### config.mk
export PLATFORM = sky130hd
export DESIGN_NAME = mar_unit
export DESIGN_NICKNAME = d
export VERILOG_FILES = /design/src/rtl/lc3_pkg.sv /design/src/rtl/mar_src_mux.sv /design/src/rtl/mar_unit.sv
export SDC_FILE = /design/constraint.sdc
export NUM_CORES = 1
export LEC_CHECK = 0
export CORE_MARGIN = 10
export CORE_UTILIZATION = 44
export DETAILED_ROUTE_END_ITERATION = 10
export HOLD_SLACK_MARGIN = 0.15
export PLACE_DENSITY = 0.86
export SLEW_MARGIN = 0
export SYNTH_ARGS = -nofsm -noshare
export SYNTH_HDL_FRONTEND = slang
export SYNTH_SLANG_ARGS = --single-unit
export TNS_END_PERCENT = 20
### constraint.sdc
create_clock -name i_Clk -period 5.74 [get_ports i_Clk]
set_input_delay 1.435 -clock i_Clk [delete_from_list [all_inputs] [get_ports i_Clk]]
set_output_delay 1.435 -clock i_Clk [all_outputs]
set_load 0.01 [all_outputs]
### src/rtl/lc3_pkg.sv
// ============================================================================
//  Module      : lc3_pkg
//  Description : Shared MAR source-select codes and MAR access FSM states.
//  Revision    : 1.0 - initial release
// ============================================================================
`default_nettype none

package lc3_pkg;

  localparam logic [1:0] MARSEL_ZEXT = 2'd0;
  localparam logic [1:0] MARSEL_ADDR = 2'd1;
  localparam logic [1:0] MARSEL_BUS  = 2'd2;
  localparam logic [1:0] MARSEL_INC  = 2'd3;

  typedef enum logic [1:0] {
    IDLE   = 2'd0,
    ACCESS = 2'd1,
    DONE   = 2'd2
  } mar_state_t;

endpackage

`default_nettype wire

### src/rtl/mar_src_mux.sv
// ============================================================================
//  Module      : mar_src_mux
//  Description : Combinational 4:1 MAR source select with IR vector zero-extend.
//  Revision    : 1.0 - initial release
// ============================================================================
`default_nettype none

module mar_src_mux
  import lc3_pkg::*;
#(
  parameter int ADDR_W = 16,
  parameter int VEC_W  = 8
) (
  input  logic [1:0]        i_MarSel,
  input  logic [VEC_W-1:0]  i_IR_Vec,
  input  logic [ADDR_W-1:0] i_Address,
  input  logic [ADDR_W-1:0] i_Bus,
  input  logic [ADDR_W-1:0] i_Mar,
  output logic [ADDR_W-1:0] o_MarMux
);

  logic [ADDR_W-1:0] w_zext;

  always_comb begin
    w_zext              = '0;
    w_zext[VEC_W-1:0]   = i_IR_Vec;
  end

  // Increment wraps naturally at ADDR_W bits; no carry out is kept.
  always_comb begin
    o_MarMux = '0;
    case (i_MarSel)
      MARSEL_ZEXT: o_MarMux = w_zext;
      MARSEL_ADDR: o_MarMux = i_Address;
      MARSEL_BUS:  o_MarMux = i_Bus;
      MARSEL_INC:  o_MarMux = i_Mar + ADDR_W'(1);
      default:     o_MarMux = '0;
    endcase
  end

endmodule

`default_nettype wire

### src/rtl/mar_unit.sv
// ============================================================================
//  Module      : mar_unit
//  Description : MAR source select, MAR register and single-access memory
//                sequencer with ready handshake and timeout.
//  Revision    : 1.0 - initial release
// ============================================================================
`default_nettype none

module mar_unit
  import lc3_pkg::*;
#(
  parameter int ADDR_W  = 16,
  parameter int VEC_W   = 8,
  parameter int TIMEOUT = 15
) (
  input  logic              i_Clk,
  input  logic              i_Reset,
  input  logic              i_LdMar,
  input  logic [1:0]        i_MarSel,
  input  logic [VEC_W-1:0]  i_IR_Vec,
  input  logic [ADDR_W-1:0] i_Address,
  input  logic [ADDR_W-1:0] i_Bus,
  input  logic              i_Start,
  input  logic              i_Write,
  input  logic              i_MemReady,
  output logic [ADDR_W-1:0] o_Mar,
  output logic [ADDR_W-1:0] o_MarMux,
  output logic              o_MemEn,
  output logic              o_MemWe,
  output logic              o_Busy,
  output logic              o_Ready,
  output logic              o_Timeout
);

  localparam int CNT_W = (TIMEOUT < 1) ? 1 : $clog2(TIMEOUT + 1);
  localparam logic [CNT_W-1:0] CNT_LAST = (TIMEOUT < 1) ? '0 : CNT_W'(TIMEOUT - 1);

  mar_state_t        state_q, state_d;
  logic [CNT_W-1:0]  cnt_q, cnt_d;
  logic              we_q, we_d;
  logic [ADDR_W-1:0] mar_q, mar_d;
  logic              mem_en_q, mem_en_d;
  logic              mem_we_q, mem_we_d;
  logic              busy_q, busy_d;
  logic              ready_q, ready_d;
  logic              timeout_q, timeout_d;
  logic [ADDR_W-1:0] w_mux;
  logic              w_expire;

  mar_src_mux #(
    .ADDR_W (ADDR_W),
    .VEC_W  (VEC_W)
  ) u_src_mux (
    .i_MarSel  (i_MarSel),
    .i_IR_Vec  (i_IR_Vec),
    .i_Address (i_Address),
    .i_Bus     (i_Bus),
    .i_Mar     (mar_q),
    .o_MarMux  (w_mux)
  );

  assign w_expire = (TIMEOUT != 0) && (cnt_q == CNT_LAST);

  always_comb begin
    state_d   = state_q;
    cnt_d     = cnt_q;
    we_d      = we_q;
    mar_d     = mar_q;
    timeout_d = 1'b0;

    // MAR is frozen outside IDLE so the address is stable for the whole access.
    if (i_LdMar && (state_q == IDLE)) begin
      mar_d = w_mux;
    end

    case (state_q)
      IDLE: begin
        if (i_Start) begin
          state_d = ACCESS;
          we_d    = i_Write;
          cnt_d   = '0;
        end
      end
      ACCESS: begin
        if (i_MemReady) begin
          state_d = DONE;
        end else if (w_expire) begin
          state_d   = DONE;
          timeout_d = 1'b1;
        end else begin
          cnt_d = cnt_q + CNT_W'(1);
        end
      end
      DONE:    state_d = IDLE;
      default: state_d = IDLE;
    endcase

    // Outputs are registered, so they are decoded from the next state.
    mem_en_d = (state_d == ACCESS);
    mem_we_d = (state_d == ACCESS) && we_d;
    busy_d   = (state_d != IDLE);
    ready_d  = (state_d == DONE);
  end

  always_ff @(posedge i_Clk) begin
    if (i_Reset) begin
      state_q   <= IDLE;
      cnt_q     <= '0;
      we_q      <= 1'b0;
      mar_q     <= '0;
      mem_en_q  <= 1'b0;
      mem_we_q  <= 1'b0;
      busy_q    <= 1'b0;
      ready_q   <= 1'b0;
      timeout_q <= 1'b0;
    end else begin
      state_q   <= state_d;
      cnt_q     <= cnt_d;
      we_q      <= we_d;
      mar_q     <= mar_d;
      mem_en_q  <= mem_en_d;
      mem_we_q  <= mem_we_d;
      busy_q    <= busy_d;
      ready_q   <= ready_d;
      timeout_q <= timeout_d;
    end
  end

  assign o_Mar     = mar_q;
  assign o_MarMux  = w_mux;
  assign o_MemEn   = mem_en_q;
  assign o_MemWe   = mem_we_q;
  assign o_Busy    = busy_q;
  assign o_Ready   = ready_q;
  assign o_Timeout = timeout_q;

endmodule

`default_nettype wire

**Yosys cells after proc, flatten, opt, wreduce, memory -nomap -nowiden**

Cells that the tools add are included.

- Add/sub/neg operators: 2
- Eq/ne operators: 10
- Mux-type cells: 12
- Bitwise logic cells: 1
- Reductions and logical operators: 8

Operator list:

| operator | number |
|---|---|
| 16-bit one-hot mux with 4 select lines | 1 |
| 16-bit by 1-bit adder with 16-bit output (second input constant) | 1 |
| 4-bit 2-to-1 mux | 3 |
| 4-bit one-hot mux with 2 select lines | 1 |
| 2-bit by 1-bit equality test with 1-bit output (second input constant) | 3 |
| 2-bit equality test (second input constant) | 3 |
| 2-bit 2-to-1 mux | 3 |
| 2-bit inequality test (second input constant) | 3 |
| 4-bit by 1-bit adder with 4-bit output (second input constant) | 1 |
| 4-bit equality test (second input constant) | 1 |
| 2-bit zero test | 2 |
| 2-bit one-hot mux with 2 select lines | 1 |
| 4-bit AND reduction | 1 |
| 2-bit nonzero test | 2 |
| 1-bit 2-to-1 mux | 3 |
| 3-bit OR reduction | 1 |
| 1-bit logical AND | 2 |
| 1-bit NOT | 1 |

- Flip-flop bits (word level): 28
- Input port bits: 48
- Output and inout bits: 37
- Word-level logic and storage cells: 42

**Longest topological paths before layout**

Gate-level depths: netlist (run 1).

- Depth after elaboration: 6
- Gate-level depth with buffers: 6
- Mapped depth without buffers: 6

**Cells and area by module**

From an unflattened synthesis (run 1), not the netlist that was laid out.

- Cell total of the unflattened synthesis: 196
- Area, all modules: 1625.3 um^2

Modules (own cells, without submodules):

| module | times used | cells an instance | area each (um^2) | sequential area each (um^2) |
|---|---|---|---|---|
| mar_unit | 1 | 119 | 1016.0 | 560.5 |
| mar_src_mux | 1 | 77 | 609.3 | 0.0 |

**Worst setup path before layout (run 1)**

No wires, ideal clock.

- Path type: input-to-output
- Start point: input port i_MarSel[1]
- End point: output port o_MarMux[15]
- Arrival: 2.390 ns
- Required time: 4.305 ns
- Path slack: 1.915 ns
- Stages: 5
- Path buffers: 1
- Path through: buf_1 > and2_0 > nand2_1 > a31o_2 > nand3_1

- Cells in the longest elaborated chain, start to end: 2
- Elaborated cells between the ends (all ways): 5
- Classes of those cells: eq/ne (3); mux (1); reduce/logical (1)

RTL lines:

| what | line | RTL |
|---|---|---|
| from (decl) | mar_unit.sv:19 | `input logic [1:0] i_MarSel,` |
| 2-bit equality test, or another cell as far along | mar_src_mux.sv:32 | `case (i_MarSel)` |
| 16-bit one-hot mux with 4 select lines (*) | mar_src_mux.sv:32 |  |
| to (decl) | mar_unit.sv:27 | `output logic [ADDR_W-1:0] o_MarMux,` |

Mark *: on every way between the ends. The rest lies on a longest branch, timed or not.

**Worst setup path in the final report (run 1)**

- Start point: input port i_MarSel[1]
- End point: output port o_MarMux[12]

Same word-level chain as after synthesis.

==> flow_metrics.py, run 1 <==
metrics = {
    "sta": {
        "setup_viol_count_final": 0,
        "fmax_ghz": 0.200,
        "layout_setup_ws_ps": 730,
        "fin_crit_sh_pct": 87.3,
        "finalClockSkew_ps": 1.98,
        "hold_ws_ps": 492,
        "period_needed_ps": 5010,
        "hold_viol": 0,
        "setup_tns_ps": 0,
        "maxSlewViolCount": 0,
        "rsz0062_at_grt": "no",
        "slew-limit-headroom_pct": 36.9,
        "tightestPinTransition_ps": 944,
    },
    "critical_path": {
        "worstSetupPathType": "primary input to output port",
        "timing.rr.end": "o_Mar[12]",
        "slowest_delay_ps": 610,
        "crit_top_cell": "clkdlybuf4s50_1",
        "endpoint_kind": "output port",
        "cp.required_ps": 4300,
        "worstPathMaxFanout": 13,
        "worst-path-stages": 6,
        "start_kind": "primary input",
        "r2r_setup_slack_ps": 3540,
        "rr_worst_depth": 4,
        "r2r_start": "o_Mar[3]",
        "worst-path-buf-inv": 3,
        "cp_cell_sequence": "clkdlybuf4s50_1 > buf_4 > nor2b_1 > a22oi_1 > o21ai_0 > clkdlybuf4s50_1",
        "crit_path_top_delay_cell": "nor2b_1",
        "cp.arrival_ps": 3570,
        "critPathTopFamily": "buffers and inverters",
    },
    "synth": {
        "synth_cell_types": 45,
        "synth_seq_cells": 28,
        "synth-adder-area-share_pct": 2.13,
        "synth-edff-count": 0,
        "syn_inst": 218,
        "synth_simple_gate_area_share_pct": 27.4,
        "async_flop_share_pct": 0,
        "synth_top_flop_cell": "dfxtp_1",
        "ys_warn_count": 0,
        "avgSynthCellArea_sq_um": 8.10,
        "synth_mux_area_share_pct": 8.22,
        "ys_seq_area_share_pct": 31.8,
        "synth_area_sq_um": 1770,
        "synthesis.nets": 269,
        "synthXorXnorAreaFrac_pct": 3.97,
        "synth_compound_area_share_pct": 22.5,
        "synth_top_family_by_area": "simple AND/OR/NAND/NOR gates",
    },
    "worst_hold_path": {
        "hold_depth": 2,
        "hp-start": "cnt_q[3]",
        "min_delay_worst_endpoint": "o_Timeout",
        "hold_path_class": "register to register",
    },
    "detailed_routing": {
        "routed_via_density": 5.73,
        "dr.pass1.iters": 4,
        "vias": 1982,
        "postRouteAntennaNets": 0,
        "routed.top_layer": "met4",
        "wl_met3_um": 567,
        "dr_wl_met2_um": 2810,
        "wl_um": 5950,
        "met1_length_um": 2450,
        "drt-initial-drc-count": 152,
        "routedWlPerCell_um": 17.2,
        "route.detailed.drc": 0,
    },
    "die": {
        "initial_core_util_pct": 46.8,
        "die_area_sq_um": 6950,
        "dieHeight_um": 83.3,
        "ios": 85,
        "fp.dieW_um": 83.3,
        "core_area_sq_um": 3770,
        "rows": 22,
    },
    "cells_and_area": {
        "register_area_sq_um": 561,
        "nFillCells": 281,
        "layout.nets": 350,
        "syn2layout_area_growth_pct": 54.1,
        "multiInputGateArea_sq_um": 1140,
        "stdcell_area_sq_um": 2720,
        "layout_common_cells": "84 x clkdlybuf4s50_1, 28 x dfxtp_1, 21 x nor2_1, 20 x nand2_1, 12 x o21ai_0",
        "diodes": 0,
        "drive_above_1_share_pct": 7.72,
        "final_common_cell": "clkdlybuf4s50_1",
    },
    "outcome": {
        "run_status": "finished clean",
    },
    "clocking": {
        "cts_num_sinks": 28,
        "cts_buffer_depth": 2,
        "cts-root-buf": "clkbuf_8",
        "h-tree-depth": 1,
        "clkTransAtPathRegs_ps": 100,
        "numCtsBuffers": 3,
        "ctsResizeCount": 0,
        "insertion_delay_ps": 280,
        "cts_tree": "done",
        "post-cts-setup-buffers": 0,
        "cts_hold_buf": 0,
    },
    "placement": {
        "dp_slack_ps": 690,
        "place_congestion": 0.820,
        "dpl-instance-area_sq_um": 2650,
        "place_hpwl_um": 4680,
        "port_buffers": 84,
    },
    "grt": {
        "antenna_found_initial": 0,
        "grt_use_total_pct": 16.2,
        "first_global_vias": 1945,
        "grt_pass1_wl_um": 9570,
        "grt_max_degree": 27,
        "grt_overflow_total": 0,
    },
    "power_and_ir_drop": {
        "p_per_area_nw_per_um2": 198,
        "vdd_drop_max_uv": 103,
        "p_leak_uw": 0.000923,
    },
    "job": {
        "maxCapViolCount": 0,
    },
}
[kinds of logic after synthesis]
logic type,after synthesis
simple gates,94
compound gates,59
flops,28
buf+inv,18
xor+xnor,8
mux,8
fa+ha+maj,3
[through the flow]
stage                     instances  util [%]  power [uW]
after floorplan                 218         -         292
after global placement          342      70.3         380
after detailed placement        342      70.3         383
after CTS                       346      72.2         540
after global routing            346      72.2         563
final                           346      72.2         538
[worst min-delay path, cell delays in order (launching register included)]
cell and delay, ps:
dfxtp_1 340, nand3_1 70, nor3_1 50
[flip-flops by register name (all words and copies together) (netlist names)]
name       flops
o_Mar         16
cnt_q          4
state_q        2
o_Busy         1
o_MemEn        1
o_MemWe        1
o_Ready        1
o_Timeout      1
we_q           1
[power by group]
| group | total [uW] | internal (uW) | switching, uW |
|---|---|---|---|
| combinational | 158 | 92.5 | 65.6 |
| sequential | 221 | 206 | 15.1 |
| clock | 159 | 93.5 | 65.5 |
| total | 538 | 392 | 146 |
[cells in the mapped netlist (all sizes together), types with 3 or more instances]
cell | instances | area share [%]
dfxtp | 28 | 32
nor2 | 21 | 4.5
nand2 | 20 | 4.3
nand3 | 12 | 4.0
o21ai | 12 | 3.4
nor3 | 10 | 2.8
a21oi | 9 | 2.6
a22oi | 8 | 3.4
clkbuf | 8 | 1.7
inv | 7 | 1.5
o21a | 7 | 3.0
xnor2 | 6 | 3.0
mux4 | 5 | 6.4
nor2b | 5 | 1.8
nand2b | 4 | 1.4
nand4 | 4 | 1.4
a21boi | 3 | 1.3
a31oi | 3 | 1.1
buf | 3 | 0.78
ha | 3 | 2.1
nand3b | 3 | 1.3
nor3b | 3 | 1.3
nor4 | 3 | 1.1
o22ai | 3 | 1.1
o2bb2ai | 3 | 1.5
or3 | 3 | 1.1
[routing by layer]
metal | vias to the layer above | global-route usage, %
met5 | - | 0
met4 | 0 | 6.31
met3 | 11 | 4.20
met2 | 104 | 27.4
met1 | 906 | 18.9
li1 | 961 | -
[worst max-delay path by stage]
| stage | start | endpoint | slack [ps] |
|---|---|---|---|
| 2_1_floorplan | i_MarSel[1] | o_MarMux[15] | 1920 |
| 3_3_place_gp | i_MarSel[1] | o_MarMux[6] | 750 |
| 3_5_place_dp | i_MarSel[1] | o_MarMux[12] | 690 |
| 4_1_cts | i_MarSel[1] | o_MarMux[12] | 690 |
| 5_1_grt | i_MarSel[1] | o_MarMux[12] | 600 |
| 6_report | i_MarSel[1] | o_MarMux[12] | 730 |
[area by class of cell]
class / instances / area share (%)
Clock buffer: 3 / 1.52
Clock inverter: 1 / 1.10
Inverter: 7 / 0.966
Multi-Input combinational cell: 172 / 41.9
Sequential cell: 28 / 20.6
Tap cell: 48 / 2.21
Timing Repair Buffer: 87 / 31.7
Power figures use the tool's default switching activity.
==> run 2: changes to the inputs <==
- SLEW_MARGIN: 0 -> 20
==> results of run 2 <==
Same layout as run 1: the final DEF is identical, and so are final timing and power.
